### src/rtl/match_controller.sv
// Round-robin hit arbiter and match sequencer for the two-player score counter.
// Optional match-abort timeout is compiled in with `define MATCH_TIMEOUT_EN.
module match_controller #(
  parameter int LOCKOUT = 4,
  parameter int TIMEOUT = 255
) (
  input  logic       clk,
  input  logic       rst,
  input  logic       start,
  input  logic       hit1,
  input  logic       hit2,
  output logic       ack1,
  output logic       ack2,
  output logic       score_w,
  output logic       score_l,
  output logic       cnt_rst,
  input  logic       gameover,
  input  logic [1:0] who,
  output logic [1:0] result,
  output logic       done,
  output logic       busy,
  output logic       timeout
);
  localparam int LW = $clog2(LOCKOUT + 1);

  // gameover arrives in LOCK cycle 1, so a 1-cycle lock would miss it
  if (LOCKOUT < 2 || LOCKOUT > 255) begin : g_bad_lockout
    $error("LOCKOUT must be within 2..255");
  end
  if (TIMEOUT < 1) begin : g_bad_timeout
    $error("TIMEOUT must be at least 1");
  end

  typedef enum logic [2:0] {IDLE, CLEAR, PLAY, LOCK, OVER} state_t;

  state_t        state;
  logic [LW-1:0] lock_cnt;
  logic          ptr;      // 0: player 1 wins a tie, 1: player 2 wins a tie
  logic          g1, g2;

`ifdef MATCH_TIMEOUT_EN
  localparam int TW = $clog2(TIMEOUT + 1);
  logic [TW-1:0] to_cnt;
`else
  assign timeout = 1'b0;
`endif

  always_comb begin
    g1 = hit1 & (~hit2 | ~ptr);
    g2 = hit2 & ~g1;
  end

  always_ff @(posedge clk) begin
    if (rst) begin
      state    <= IDLE;
      cnt_rst  <= 1'b1;
      ack1     <= 1'b0;
      ack2     <= 1'b0;
      score_w  <= 1'b0;
      score_l  <= 1'b0;
      done     <= 1'b0;
      busy     <= 1'b0;
      result   <= 2'b00;
      ptr      <= 1'b0;
      lock_cnt <= '0;
`ifdef MATCH_TIMEOUT_EN
      timeout  <= 1'b0;
      to_cnt   <= '0;
`endif
    end else begin
      ack1    <= 1'b0;
      ack2    <= 1'b0;
      score_w <= 1'b0;
      score_l <= 1'b0;
      case (state)
        IDLE: begin
          cnt_rst <= 1'b1;
          if (start) begin
            state  <= CLEAR;
            result <= 2'b00;
            ptr    <= 1'b0;
`ifdef MATCH_TIMEOUT_EN
            timeout <= 1'b0;
`endif
          end
        end
        CLEAR: begin
          state   <= PLAY;
          cnt_rst <= 1'b0;
          busy    <= 1'b1;
`ifdef MATCH_TIMEOUT_EN
          to_cnt  <= '0;
`endif
        end
        PLAY: begin
          if (g1 | g2) begin
            state    <= LOCK;
            ack1     <= g1;
            score_w  <= g1;
            ack2     <= g2;
            score_l  <= g2;
            ptr      <= g1;   // next tie goes to whoever was not just served
            lock_cnt <= LW'(LOCKOUT - 1);
          end
`ifdef MATCH_TIMEOUT_EN
          else if (to_cnt == TW'(TIMEOUT - 1)) begin
            state   <= OVER;
            busy    <= 1'b0;
            done    <= 1'b1;
            result  <= 2'b00;
            timeout <= 1'b1;
          end else begin
            to_cnt <= to_cnt + TW'(1);
          end
`endif
        end
        LOCK: begin
          if (gameover) begin
            state  <= OVER;
            result <= who;
            busy   <= 1'b0;
            done   <= 1'b1;
          end else if (lock_cnt == '0) begin
            state <= PLAY;
`ifdef MATCH_TIMEOUT_EN
            to_cnt <= '0;
`endif
          end else begin
            lock_cnt <= lock_cnt - LW'(1);
          end
        end
        OVER: begin
          if (start) begin
            state   <= CLEAR;
            cnt_rst <= 1'b1;
            done    <= 1'b0;
            result  <= 2'b00;
            ptr     <= 1'b0;
`ifdef MATCH_TIMEOUT_EN
            timeout <= 1'b0;
`endif
          end
        end
        default: state <= IDLE;
      endcase
    end
  end
endmodule

### config.mk
export PLATFORM = sky130hd
export DESIGN_NAME = match_controller
export DESIGN_NICKNAME = d
export VERILOG_FILES = /design/src/rtl/match_controller.sv
export SDC_FILE = /design/constraint.sdc
export NUM_CORES = 1
export LEC_CHECK = 0
export CORE_ASPECT_RATIO = 0.6
export CORE_MARGIN = 8
export CORE_UTILIZATION = 30
export CTS_CLUSTER_SIZE = 24
export DETAILED_ROUTE_END_ITERATION = 12
export HOLD_SLACK_MARGIN = 0.08
export SETUP_SLACK_MARGIN = 0.2
export SLEW_MARGIN = 30
export SYNTH_ARGS = -nofsm -noshare
export SYNTH_HDL_FRONTEND = slang
export SYNTH_SLANG_ARGS = --single-unit
### constraint.sdc
create_clock -name clk -period 1.95 [get_ports clk]
set_input_delay 0.4875 -clock clk [delete_from_list [all_inputs] [get_ports clk]]
set_output_delay 0.4875 -clock clk [all_outputs]
set_load 0.005 [all_outputs]
==> results.txt <==
The flow ran to the end, and the final reports show no timing, DRC or antenna violations. Peak-usage layer in the global routing report: met2. The run gives 0.181 as the part of the total power dissipated in combinational logic. The library cell used most frequently in the layout, excluding fill and tap cells, is sky130_fd_sc_hd__clkdlybuf4s50_1.

Summed over all cells, the static leakage comes to 0.320 nW. Along the worst path, the maximum fanout reaches 7. Counting flops and latches in the post-synthesis netlist gives 14. At the worst endpoint, the required time is 2.10 ns. In this run the critical register-to-register path is captured at lock_cnt[0]$_SDFFE_PP0P_. The average cell area after synthesis is 8.73 um2, and the multi-input logic area is 325 um2. The global routing usage on met3 is 0.0479.

In the final design database the tool counted 102 nets. The total overflow left after global routing is 0. In the synthesized netlist, the number of instances is 77. In this run the power spent charging and discharging nets is 172 uW. On the worst path, the slowest cell contributes a delay of 0.40 ns.

Number of sinks handled by clock tree synthesis: 14. The run gives 87 as the net count of the mapped netlist. For this run, the top clock speed supported by timing is 0.620 GHz. Weighted congestion reported at the end of routability-driven placement: 0.757. The root buffer cell chosen for the clock tree is sky130_fd_sc_hd__clkbuf_8.

The logs give 0 for the hold violation total from the final report and 0 ns for the total negative setup slack. The worst setup path endpoint is lock_cnt[0]$_SDFFE_PP0P_. The clock buffer count from CTS is 3.

The pre-CTS worst setup slack was 0.106 ns; the switching fraction of total power was 0.253. Hold repair after CTS inserted 0 buffers. The final layout contains routed wiring with a total length of 1.36 mm. The top-area cell type share of the netlist area works out to 0.417.

The sort of element at the end of the critical path is a flip-flop. For the number of antenna violations at the first check in global routing, the log shows 0. For the final clock skew, the log shows 0.00167 ns. The area occupied by registers was 280 um2; the total stage count of the critical path was 6. For the detailed-placement wirelength estimate, the log shows 1.07 mm.

The worst setup path is of the flip-flop to flip-flop kind. The relative contribution of the clock network to total power is 0.339, and the buffer and inverter count on the worst path is 1. Entering global routing, the biggest net connects 13 pins. The growth of design area from synthesis to finish came out at 29.6%.

For the via count of the first global-routing pass, the log shows 499. The largest registers in the layout are lock_cnt: 3 flops, state: 3 flops, result: 2 flops. The count of nets left with antenna violations once routing finished came out at 0. The number of port buffers is 16.

The logs give 4060 um2 for the die area and 0.480 for the sequential fraction of design power. During synthesis, Yosys emitted a total of 0 warnings. Worst hold path class: flip-flop to flip-flop.

The hold path depth works out to 2. Core area: 2150 um2. Traced cell by cell, the critical path runs through inv_1, ha_1, ha_1, nor4b_4, nor3_1, a211oi_1. The share of final-layout standard cells stronger than drive strength 1 came out at 0.0889.

The tools report the initial core utilization as 0.313. The later pin in the worst-skew pair is clocked with a latency of 0.24 ns. Startpoint of the worst register-to-register path: lock_cnt[0]$_SDFFE_PP0P_.

Number of fill cells: 225. The post-synth design cell area is 672 um2, and the post-route minimum period is 1.61 ns. Cell repeated most along the worst path: sky130_fd_sc_hd__ha_1. The run gives 0.338 ns as the least setup slack across all paths after layout. The number of antenna diodes in the final layout is 0.

Internal power comes to 508 uW. The routing usage on met2 came out at 0.0996. For the number of buffers inserted to repair setup after CTS, the log shows 0. In this run the horizontal extent of the chip is 77.1 um. The maximum count of clock buffers along a single path came out at 2. The top cell type by total area after synthesis is sky130_fd_sc_hd__dfxtp_1. Across all register-to-register paths, the minimum setup slack is 0.34 ns. The worst setup path is launched from a flip-flop.

The global-route wire length before repair was 2.30 mm. Yosys attributes the largest share of cell area to sky130_fd_sc_hd__dfxtp_1, sky130_fd_sc_hd__nor2_1, sky130_fd_sc_hd__a21oi_1. The tools report the total number of vias as 559. Setup repair after global routing left no endpoint under its margin. The run gives 0.417 as the part of the Yosys area used for sequential elements.

The tools report the total routing usage reported by global routing as 0.0722. Clock-pin slew was measured on the worst setup and hold paths at 0.05 ns. The top-level I/O count was 18. The reported max-cap violation count was 0; the routing usage on met1 was 0.0894.

The kind of cell with the highest combined delay on the critical path is simple AND/OR/NAND/NOR gates. The depth of the CTS H-tree was 1. The power per cell area was 780 nW/um2; the cell count of the worst reg-to-reg path was 6. Dividing the detail-routed wire length by the instance count gives 11.3 um. The largest individual stage delay along the critical path comes from the cell sky130_fd_sc_hd__nor4b_4. The count of instances resized after the clock tree is built was 0; the worst endpoint data arrival time was 1.76 ns.

For this run, design rule violations remaining after detail routing come to 0. In the layout the commonest cells are sky130_fd_sc_hd__clkdlybuf4s50_1, sky130_fd_sc_hd__dfxtp_1, sky130_fd_sc_hd__nor2_1. The via density per instance was 4.66; the distinct cell type count after synthesis was 32. For this run, the detailed router's first-pass iteration total came to 4.

Final-report max-slew violation count: 0. TritonCTS built the clock tree. The worst-case IR drop observed on VDD is 0.322 mV. The tools report the number of DRC markers in iteration 0 as 32. Setup violations remaining at the end of the flow were counted as 0. The overall die height works out to 52.7 um. For the number of placement rows, the log shows 13. The critical path starts at lock_cnt[0]$_SDFFE_PP0P_. The final worst-path cycle share works out to 0.827.
## final cells by class
| cell class | instances | area share |
|---|---|---|
| Inverter | 5 | 0.0216 |
| Tap cell | 30 | 0.0431 |
| Clock buffer | 3 | 0.0474 |
| Timing Repair Buffer | 17 | 0.193 |
| Sequential cell | 14 | 0.322 |
| Multi-Input combinational cell | 51 | 0.374 |
## per-stage QoR
| stage | total power, mW | hold WS (ns) | cells | util | area [um2] |
|---|---|---|---|---|---|
| floorplan | 0.410 | 0.443 | 77 | - | 672 |
| global placement | 0.453 | 0.462 | 117 | 0.386 | 830 |
| detailed placement | 0.455 | 0.475 | 117 | 0.386 | 830 |
| CTS | 0.690 | 0.484 | 120 | 0.406 | 871 |
| global route | 0.724 | 0.511 | 120 | 0.406 | 871 |
| finish | 0.679 | 0.475 | 120 | 0.406 | 871 |
## power groups by stage
| stage | sequential, mW | clock, mW | combinational (mW) |
|---|---|---|---|
| detailed placement | 0.332 | 0 | 0.123 |
| CTS | 0.326 | 0.241 | 0.124 |
| global route | 0.329 | 0.258 | 0.136 |
| global placement | 0.330 | 0 | 0.122 |
| floorplan | 0.319 | 0 | 0.0911 |
| finish | 0.326 | 0.230 | 0.123 |
## worst register-to-register path: stages, from the launching register on
cell	delay [ns]
sky130_fd_sc_hd__dfxtp_1	0.35
sky130_fd_sc_hd__inv_1	0.05
sky130_fd_sc_hd__ha_1	0.20
sky130_fd_sc_hd__ha_1	0.22
sky130_fd_sc_hd__nor4b_4	0.40
sky130_fd_sc_hd__nor3_1	0.09
sky130_fd_sc_hd__a211oi_1	0.21
## worst min path at each step
stage / end / start
3_3_place_gp: lock_cnt[2]$_SDFFE_PP0P_ / lock_cnt[2]$_SDFFE_PP0P_
5_1_grt: lock_cnt[0]$_SDFFE_PP0P_ / lock_cnt[0]$_SDFFE_PP0P_
4_1_cts: lock_cnt[2]$_SDFFE_PP0P_ / lock_cnt[2]$_SDFFE_PP0P_
3_5_place_dp: lock_cnt[2]$_SDFFE_PP0P_ / lock_cnt[2]$_SDFFE_PP0P_
6_report: lock_cnt[2]$_SDFFE_PP0P_ / lock_cnt[2]$_SDFFE_PP0P_
2_1_floorplan: lock_cnt[0]$_SDFFE_PP0P_ / lock_cnt[0]$_SDFFE_PP0P_
## synth_stat cells
library cell / instances
sky130_fd_sc_hd__a211o_1: 1
sky130_fd_sc_hd__a211oi_1: 2
sky130_fd_sc_hd__a21oi_1: 6
sky130_fd_sc_hd__a22oi_1: 2
sky130_fd_sc_hd__a2bb2oi_1: 1
sky130_fd_sc_hd__a311oi_1: 1
sky130_fd_sc_hd__a31oi_1: 1
sky130_fd_sc_hd__and3_1: 1
sky130_fd_sc_hd__and4b_1: 1
sky130_fd_sc_hd__buf_2: 2
sky130_fd_sc_hd__buf_4: 3
sky130_fd_sc_hd__buf_6: 1
sky130_fd_sc_hd__clkbuf_1: 1
sky130_fd_sc_hd__conb_1: 1
sky130_fd_sc_hd__dfxtp_1: 14
sky130_fd_sc_hd__ha_1: 2
sky130_fd_sc_hd__inv_1: 5
sky130_fd_sc_hd__nand2_1: 2
sky130_fd_sc_hd__nand2b_1: 2
sky130_fd_sc_hd__nand3b_1: 1
sky130_fd_sc_hd__nor2_1: 12
sky130_fd_sc_hd__nor2_4: 1
sky130_fd_sc_hd__nor2b_1: 1
sky130_fd_sc_hd__nor3_1: 3
sky130_fd_sc_hd__nor4_1: 1
sky130_fd_sc_hd__nor4b_4: 1
sky130_fd_sc_hd__o21ai_0: 3
sky130_fd_sc_hd__o21ai_1: 1
sky130_fd_sc_hd__o22ai_1: 1
sky130_fd_sc_hd__o41ai_1: 1
sky130_fd_sc_hd__or2_2: 1
sky130_fd_sc_hd__or3b_4: 1
## kinds of logic after synthesis
family | synth area share
buf+inv | 0.0987
compound gates | 0.190
other cells | 0.00558
flops | 0.417
simple gates | 0.251
fa+ha+maj | 0.0372
## per-layer routing
layer | vias up | wire [um]
met3 | 0 | 112
met4 | 0 | 0
met1 | 252 | 695
met2 | 15 | 553
li1 | 292 | -
met5 | - | 0
(Power assumes the default switching activity.)
